## config.mk

```make
export PLATFORM = sky130hd
export DESIGN_NAME = hazard_ctrl_unit
export DESIGN_NICKNAME = d
export VERILOG_FILES = /design/src/rtl/hazard_pkg.sv /design/src/rtl/fwd_sel_logic.sv /design/src/rtl/hazard_ctrl_unit.sv
export SDC_FILE = /design/constraint.sdc
export NUM_CORES = 1
export LEC_CHECK = 0
export BUFFER_PORTS_ARGS = -buffer_cell sky130_fd_sc_hd__buf_2
export CAP_MARGIN = 20
export CELL_PAD_IN_SITES_DETAIL_PLACEMENT = 0
export CELL_PAD_IN_SITES_GLOBAL_PLACEMENT = 1
export CORE_UTILIZATION = 20
export CTS_CLUSTER_SIZE = 8
export DETAILED_ROUTE_END_ITERATION = 7
export PLACE_DENSITY_LB_ADDON = 0.1
export SYNTH_ARGS = -nofsm -noshare
export SYNTH_HDL_FRONTEND = slang
export SYNTH_SLANG_ARGS = --single-unit
```

## constraint.sdc

```tcl
create_clock -name clk -period 1.95 [get_ports clk]
set_input_delay 0.39 -clock clk [delete_from_list [all_inputs] [get_ports clk]]
set_output_delay 0.39 -clock clk [all_outputs]
set_load 0.1 [all_outputs]
```

## src/rtl/hazard_pkg.sv

```systemverilog
// Shared types for the RV32I hazard controller: FSM state encoding and the
// operand forwarding select codes.
package hazard_pkg;

   typedef enum logic [1:0] {
      RUN      = 2'd0,
      LD_STALL = 2'd1,
      FLUSH    = 2'd2,
      MEM_WAIT = 2'd3
   } hz_state_e;

   localparam logic [1:0] FWD_RF = 2'b00;
   localparam logic [1:0] FWD_MA = 2'b01;
   localparam logic [1:0] FWD_WB = 2'b10;

endpackage

```

## src/rtl/fwd_sel_logic.sv

```systemverilog
// Forwarding select for one EX source operand; the MA result wins over WB
// because it is the younger write to the same register.
module fwd_sel_logic
   import hazard_pkg::*;
#(
   parameter int REG_ADDR_W = 5
) (
   input  logic [REG_ADDR_W-1:0] rs_ex,
   input  logic [REG_ADDR_W-1:0] rd_ma,
   input  logic [REG_ADDR_W-1:0] rd_wb,
   input  logic                  regwen_ma,
   input  logic                  regwen_wb,
   output logic [1:0]            fwd_sel
);

   always_comb begin
      fwd_sel = FWD_RF;
      if (regwen_ma && (rd_ma != '0) && (rd_ma == rs_ex)) begin
         fwd_sel = FWD_MA;
      end else if (regwen_wb && (rd_wb != '0) && (rd_wb == rs_ex)) begin
         fwd_sel = FWD_WB;
      end
   end

endmodule

```

## src/rtl/hazard_ctrl_unit.sv

```systemverilog
// Hazard controller for the 5-stage RV32I pipeline: forwarding, load-use stall,
// branch squash and data-memory freeze. Define HAZARD_PERF_CNT_EN for counters.
module hazard_ctrl_unit
   import hazard_pkg::*;
#(
   parameter int REG_ADDR_W        = 5,
   parameter int FLUSH_DEPTH       = 2,
   parameter int LOAD_STALL_CYCLES = 1,
   parameter int CNT_W             = 32
) (
   input  logic                  clk,
   input  logic                  reset_n,
   input  logic [REG_ADDR_W-1:0] rs1_id,
   input  logic [REG_ADDR_W-1:0] rs2_id,
   input  logic [REG_ADDR_W-1:0] rs1_ex,
   input  logic [REG_ADDR_W-1:0] rs2_ex,
   input  logic [REG_ADDR_W-1:0] rd_ex,
   input  logic [REG_ADDR_W-1:0] rd_ma,
   input  logic [REG_ADDR_W-1:0] rd_wb,
   input  logic                  regwen_ex,
   input  logic                  regwen_ma,
   input  logic                  regwen_wb,
   input  logic                  memread_ex,
   input  logic                  pcsel_ex,
   input  logic                  dmem_req,
   input  logic                  dmem_ready,
   output logic [1:0]            fwd_sel_a,
   output logic [1:0]            fwd_sel_b,
   output logic                  stall_if,
   output logic                  stall_id,
   output logic                  bubble_ex,
   output logic                  flush_id,
   output logic                  stall_all,
   output logic [1:0]            state_o,
   output logic [CNT_W-1:0]      stall_cnt,
   output logic [CNT_W-1:0]      flush_cnt
);

   localparam int CNT_MAX = (FLUSH_DEPTH > LOAD_STALL_CYCLES) ? FLUSH_DEPTH : LOAD_STALL_CYCLES;
   localparam int SEQ_W   = $clog2(CNT_MAX + 1);
   localparam logic [SEQ_W-1:0] FLUSH_LOAD = SEQ_W'(FLUSH_DEPTH - 2);
   localparam logic [SEQ_W-1:0] STALL_LOAD = SEQ_W'(LOAD_STALL_CYCLES - 1);
   localparam logic [SEQ_W-1:0] SEQ_ONE    = SEQ_W'(1);

   hz_state_e        state, state_nxt;
   logic [SEQ_W-1:0] seq_cnt, seq_cnt_nxt;
   logic [1:0]       fwd_a_raw, fwd_b_raw;
   logic             load_use, mem_wait;

   fwd_sel_logic #(.REG_ADDR_W(REG_ADDR_W)) u_fwd_a (
      .rs_ex(rs1_ex), .rd_ma(rd_ma), .rd_wb(rd_wb),
      .regwen_ma(regwen_ma), .regwen_wb(regwen_wb), .fwd_sel(fwd_a_raw)
   );

   fwd_sel_logic #(.REG_ADDR_W(REG_ADDR_W)) u_fwd_b (
      .rs_ex(rs2_ex), .rd_ma(rd_ma), .rd_wb(rd_wb),
      .regwen_ma(regwen_ma), .regwen_wb(regwen_wb), .fwd_sel(fwd_b_raw)
   );

   assign fwd_sel_a = reset_n ? fwd_a_raw : FWD_RF;
   assign fwd_sel_b = reset_n ? fwd_b_raw : FWD_RF;
   assign state_o   = state;

   assign load_use = memread_ex & regwen_ex & (rd_ex != '0) &
                     ((rd_ex == rs1_id) | (rd_ex == rs2_id));
   assign mem_wait = dmem_req & ~dmem_ready;

   always_ff @(posedge clk or negedge reset_n) begin
      if (!reset_n) begin
         state   <= RUN;
         seq_cnt <= '0;
      end else begin
         state   <= state_nxt;
         seq_cnt <= seq_cnt_nxt;
      end
   end

   // A taken branch outranks any stall because the ID instruction is wrong-path;
   // a memory wait outranks everything since nothing may advance.
   always_comb begin
      state_nxt   = state;
      seq_cnt_nxt = seq_cnt;
      stall_if    = 1'b0;
      stall_id    = 1'b0;
      bubble_ex   = 1'b0;
      flush_id    = 1'b0;
      stall_all   = 1'b0;
      if (reset_n) begin
         if (state == MEM_WAIT) begin
            if (!dmem_ready) stall_all = 1'b1;
            else             state_nxt = RUN;
         end else if (mem_wait) begin
            stall_all = 1'b1;
            state_nxt = MEM_WAIT;
         end else if (pcsel_ex) begin
            flush_id  = 1'b1;
            bubble_ex = 1'b1;
            if (FLUSH_DEPTH > 2) begin
               state_nxt   = FLUSH;
               seq_cnt_nxt = FLUSH_LOAD;
            end else begin
               state_nxt = RUN;
            end
         end else begin
            case (state)
               RUN: begin
                  if (load_use) begin
                     stall_if  = 1'b1;
                     stall_id  = 1'b1;
                     bubble_ex = 1'b1;
                     if (LOAD_STALL_CYCLES > 1) begin
                        state_nxt   = LD_STALL;
                        seq_cnt_nxt = STALL_LOAD;
                     end
                  end
               end
               LD_STALL: begin
                  stall_if  = 1'b1;
                  stall_id  = 1'b1;
                  bubble_ex = 1'b1;
                  if (seq_cnt <= SEQ_ONE) state_nxt   = RUN;
                  else                    seq_cnt_nxt = seq_cnt - SEQ_ONE;
               end
               FLUSH: begin
                  flush_id = 1'b1;
                  if (seq_cnt <= SEQ_ONE) state_nxt   = RUN;
                  else                    seq_cnt_nxt = seq_cnt - SEQ_ONE;
               end
               default: ;
            endcase
         end
      end
   end

`ifdef HAZARD_PERF_CNT_EN
   // flush_id together with bubble_ex marks exactly the cycles that accept a branch.
   always_ff @(posedge clk or negedge reset_n) begin
      if (!reset_n) begin
         stall_cnt <= '0;
         flush_cnt <= '0;
      end else begin
         if (stall_if | stall_all)  stall_cnt <= stall_cnt + CNT_W'(1);
         if (flush_id & bubble_ex)  flush_cnt <= flush_cnt + CNT_W'(1);
      end
   end
`else
   assign stall_cnt = '0;
   assign flush_cnt = '0;
`endif

endmodule

```

==> results of run 1 <==
[per-stage QoR]
step | hold WS (ps) | setup TNS [ps] | power (mW) | setup slack, ps
global route | 339 | -718 | 0.914 | -221
detailed placement | 326 | -946 | 0.834 | -222
CTS | 329 | -521 | 0.867 | -177
floorplan | 94.4 | -2290 | 0.805 | -640
global placement | 323 | -961 | 0.834 | -217
finish | 329 | -482 | 0.886 | -168
[placed cells by master (no fill, tap or decap)]
cell type,netlist,layout
buf_2,0,35
xor2_1,22,20
nor4_4,0,3
buf_12,0,9
nor3_2,0,3
buf_4,66,21
conb_1,1,64
nor3_4,0,3
xnor2_2,0,1
inv_1,2,2
o21bai_4,0,1
dfrtp_4,0,1
o21ai_4,0,1
and2_2,0,1
xnor2_1,8,7
buf_8,0,1
a211oi_4,0,1
o211ai_1,1,1
or4_4,0,4
nor2_1,3,3
a22oi_2,0,1
o2111ai_4,0,1
a21o_1,1,1
buf_6,0,9
xor2_2,0,2
nand3_1,3,3
and2_4,0,2
[routing by layer]
metal	up-vias	GRT usage, %	wire, um
li1	430	-	-
met1	386	10.9	948
met2	70	16.7	1370
met3	0	1.67	259
met4	0	0	0
met5	-	0	0
[path summary, 6_finish.rpt]
path | slack (ps) | end | start
setup / recovery | -170 | fwd_sel_a[1] | rd_wb[2]
hold / removal | 330 | state_o[0]$_DFFE_PN0P_ | reset_n
setup reg to reg | 910 | state_o[0]$_DFFE_PN0P_ | state_o[0]$_DFFE_PN0P_
hold reg to reg | 590 | state_o[0]$_DFFE_PN0P_ | state_o[0]$_DFFE_PN0P_
max in group asynchronous | 1520 | state_o[0]$_DFFE_PN0P_ | reset_n
min in group clk | 590 | state_o[0]$_DFFE_PN0P_ | state_o[0]$_DFFE_PN0P_
[cell type report]
class	count	area [um2]	area share, %
multi-input combinational	123	873	53.8
timing repair buffer	75	629	38.8
tap	67	83.8	5.17
sequential	1	28.8	1.77
inverter	2	7.51	0.463
[kinds of logic after synthesis]
logic type,synth area share (%)
simple gates,13.3
xor+xnor,26.8
other cells,0.383
flops,2.55
compound gates,5.62
buf+inv,51.3
[where the power goes]
| group | switching, mW | internal [mW] | total (mW) |
|---|---|---|---|
| Clock | 0 | 0 | 0 |
| Sequential | 0.00350 | 0.0246 | 0.0281 |
| Combinational | 0.712 | 0.146 | 0.858 |
[repair_timing]
item	4_1_cts	5_1_grt
resized for setup	23	12
endpoints found under the setup margin	7	7
pin swaps	10	11
buffers inserted	1	2
==> metrics.cfg, run 1 <==
[yosys]
syn_area_per_cell_um2 = 7.59
synth_seq_cells = 1
synthFlopType = dfrtp_1
synth.area.top_cells = buf_4 (51%), xor2_1 (20%), xnor2_1 (7.2%), nor3_1 (3.1%), or4_1 (3.1%)
async_flop_share_pct = 100
synth_edf_count = 0
ys_warn_count = 0
synthCells = 129
synth_top_area_cell = buf_4
synth_area_um2 = 980
synth_common_cells = buf_4 (66), xor2_1 (22), xnor2_1 (8)
yosysSeqAreaShare_pct = 2.55
synth_top_cell_area_share_pct = 50.6
yosysUniqueCellTypes = 20
yosysMostFrequentCell = buf_4

[cells_and_area]
largest_reg_flops = 1
fill_cells = 521
n_antenna_cell = 0
area_growth_pct = 65.6
drive_gt1_share_pct = 49.8
final_cells = 268
fin_nets = 247
final_area_mm2 = 0.00162
utilization_pct = 34.4

[sta]
setup_ws_ps = -168
period_minus_slack_ps = 2120
timing.fmax_mhz = 472
rsz0062_at_grt = yes
setup_violations = 6
finClkSkew_ps = 0
slew_violations = 0
finalHoldViolCount = 0
finalCritPeriodShare_pct = 109

[status]
violations = setup timing
status = finished, violations left

[floorplanning]
die_w_um = 72.0
die_h_um = 72.0
start_util_pct = 20.7
core.rowCount = 25
io_pins = 119
die_area_mm2 = 0.00518
core-area_mm2 = 0.00472

[placed_design]
numPortBuffers = 54
hpwlAfterDp_mm = 2.22
place_congestion = 0.793
dpl_cell_area_mm2 = 0.00143
numPlacedInstances = 266

[worst_setup_path]
crit_type = input port to primary output
critPathLaunchType = input port
path_delay_family = simple AND/OR/NAND/NOR gates
cp_slowest_cell = or4_4
path_depth = 5
crit_fanout = 3
crit_required_ps = 1560
critPathBufInv = 2
arrival_ps = 1730
rr_worst_depth = 3
end_kind = primary output
crit_chain = buf_6 -> xor2_1 -> or4_4 -> nor4_4 -> buf_12
cpPeakStageDelay_ps = 540

[global_route]
grt_max_degree = 6
grt_overflow_total = 0
grt_pass1_wl_mm = 3.72
grt_pass1_vias = 809
antenna_found_initial = 0
grt_usage_pct = 8.77

[drt]
vias = 886
antenna_left = 0
first_iter_violations = 11
wl_per_cell_um = 9.61
first_pass_iters = 4
drc = 0
vias_per_cell = 3.31
drt_wl_total_mm = 2.58

[pwr]
leakage_nw = 0.806
peakVddDrop_v = 0.000286
power_density_mw_per_mm2 = 546

[min_path]
min_path_type = input port to asynchronous set/reset pin

[clock_tree]
cts.hold.buffers_added = 0
clkLatencyLatePin_ps = 0
clk_pin_slew_worst_paths_ps = 0

[run]
maxCapViolations = 0

Power figures use the tool's default switching activity.
==> run 2, diff against run 1 <==
--- a/config.mk
+++ b/config.mk
@@ -13,6 +13,7 @@
 export CTS_CLUSTER_SIZE = 8
 export DETAILED_ROUTE_END_ITERATION = 7
 export PLACE_DENSITY_LB_ADDON = 0.1
+export SETUP_SLACK_MARGIN = 0.4
 export SYNTH_ARGS = -nofsm -noshare
 export SYNTH_HDL_FRONTEND = slang
 export SYNTH_SLANG_ARGS = --single-unit
==> metrics.cfg, run 2 (synthesized netlist as in run 1, its figures left out) <==
[sta]
rsz0062_at_grt = yes
period_minus_slack_ps = 2130
setup_ws_ps = -177
slew_violations = 0
finalCritPeriodShare_pct = 109
tns_ps = -433
finClkSkew_ps = 0
fin_hold_ws_ps = 298
setup_violations = 6
timing.fmax_mhz = 470
finalHoldViolCount = 0

[floorplanning]
die_w_um = 72.0
start_util_pct = 20.7
die_h_um = 72.0
io_pins = 119
die_area_mm2 = 0.00518
core.rowCount = 25
core-area_mm2 = 0.00472

[global_route]
grt_usage_pct = 8.97
grt_pass1_vias = 844
grt_max_degree = 6
grt_pass1_wl_mm = 3.84
antenna_found_initial = 0
grt_overflow_total = 0

[drt]
drc = 0
drt_wl_total_mm = 2.54
first_iter_violations = 34
first_pass_iters = 3
antenna_left = 0
vias_per_cell = 3.36
vias = 910
wl_per_cell_um = 9.39

[cells_and_area]
drive_gt1_share_pct = 51.0
n_antenna_cell = 0
area_growth_pct = 69.5
layout_commonest_cell = conb_1
largest_reg_flops = 1
fill_cells = 487
final_cells = 271
fin_nets = 250
final_cell_mix = conb_1 (64), buf_2 (34), xor2_1 (22), buf_4 (22), buf_6 (10)

[pwr]
p_sw_uw = 715
power.internal_uw = 181
power_frac_seq_pct = 3.1
peakVddDrop_v = 0.000257
comb_power_share_pct = 96.9
power_density_mw_per_mm2 = 539
leakage_nw = 0.830
switching_share_pct = 79.8
p_clk_share_pct = 0

[worst_setup_path]
critPathLaunchType = input port
end_kind = primary output
crit_fanout = 3
crit_type = input port to primary output
crit_required_ps = 1560
arrival_ps = 1740
crit_chain = buf_2 -> or4_4 -> o211ai_1 -> or4_4 -> nor4_4 -> buf_12
cp_slowest_cell = or4_4
cp_common_cell = or4_4
cpPeakStageDelay_ps = 450

[min_path]
min_path_type = input port to asynchronous set/reset pin

[status]
status = finished, violations left
violations = setup timing

[placed_design]
numPortBuffers = 54
hpwlAfterDp_mm = 2.33
numPlacedInstances = 268
place_congestion = 0.796
pre_cts_ws_ps = -205

[clock_tree]
clkLatencyLatePin_ps = 0
clk_pin_slew_worst_paths_ps = 0
cts.hold.buffers_added = 0

[run]
maxCapViolations = 0

run 2: changes by cell type in the layout (fill, tap and decap cells not counted), moves of 2 or more:
cell / before / now
buf_8: 1 / 3
inv_1: 2 / 0
xor2_2: 2 / 0
xor2_1: 20 / 22
inv_2: 0 / 2
run 2: timing repair:
| action | in CTS | in global routing |
|---|---|---|
| endpoints found under the setup margin | 8 | 8 |
| endpoints found under the hold margin | 0 | 0 |
| gates resized for setup | 30 | 7 |
| buffers inserted | 2 | 1 |
| pin swaps | 13 | 12 |
run 2: power by group through the flow:
stage               Sequential, mW  Combinational (mW)  Clock (mW)
global route                0.0284               0.897           0
global placement            0.0273               0.816           0
detailed placement          0.0273               0.817           0
floorplan                   0.0426               0.768           0
finish                      0.0279               0.867           0
CTS                         0.0280               0.858           0
run 2: routing by layer:
layer / wire [um] / track usage, % / vias to the layer above
li1: - / - / 440
met1: 957 / 10.9 / 400
met2: 1320 / 17.5 / 70
met3: 264 / 1.39 / 0
met4: 0 / 0 / 0
met5: 0 / 0 / -
run 2: path summary, 6_finish.rpt:
path / from / to / slack [ps] / cells after the start
worst max-delay path: rd_wb[2] / fwd_sel_a[1] / -180 / 6
worst min-delay path: reset_n / state_o[0]$_DFFE_PN0P_ / 300 / 2
worst max register to register: state_o[0]$_DFFE_PN0P_ / state_o[0]$_DFFE_PN0P_ / 940 / 3
worst min register to register: state_o[0]$_DFFE_PN0P_ / state_o[0]$_DFFE_PN0P_ / 570 / 1
max in group asynchronous: reset_n / state_o[0]$_DFFE_PN0P_ / 1550 / 2
min in group clk: state_o[0]$_DFFE_PN0P_ / state_o[0]$_DFFE_PN0P_ / 570 / 1
run 2: final cells by class:
cell class                 instances  area, um2  area share (%)
timing repair buffer              78        673            40.5
inverter                           2       7.51           0.452
multi-input combinational        123        867            52.2
tap                               67       83.8            5.05
sequential                         1       28.8            1.73
run 2: through the flow:
stage	instance area, um2	power [mW]	util [%]
CTS	1620	0.886	34.4
finish	1660	0.895	35.2
detailed placement	1470	0.845	31.2
global route	1660	0.925	35.2
floorplan	1330	0.811	-
global placement	1470	0.843	31.2
run 2: critical path, delay by kind of cell:
kind | cells | cell delay, ps
simple gates | 3 | 900
buf+inv | 2 | 320
compound gates | 1 | 110
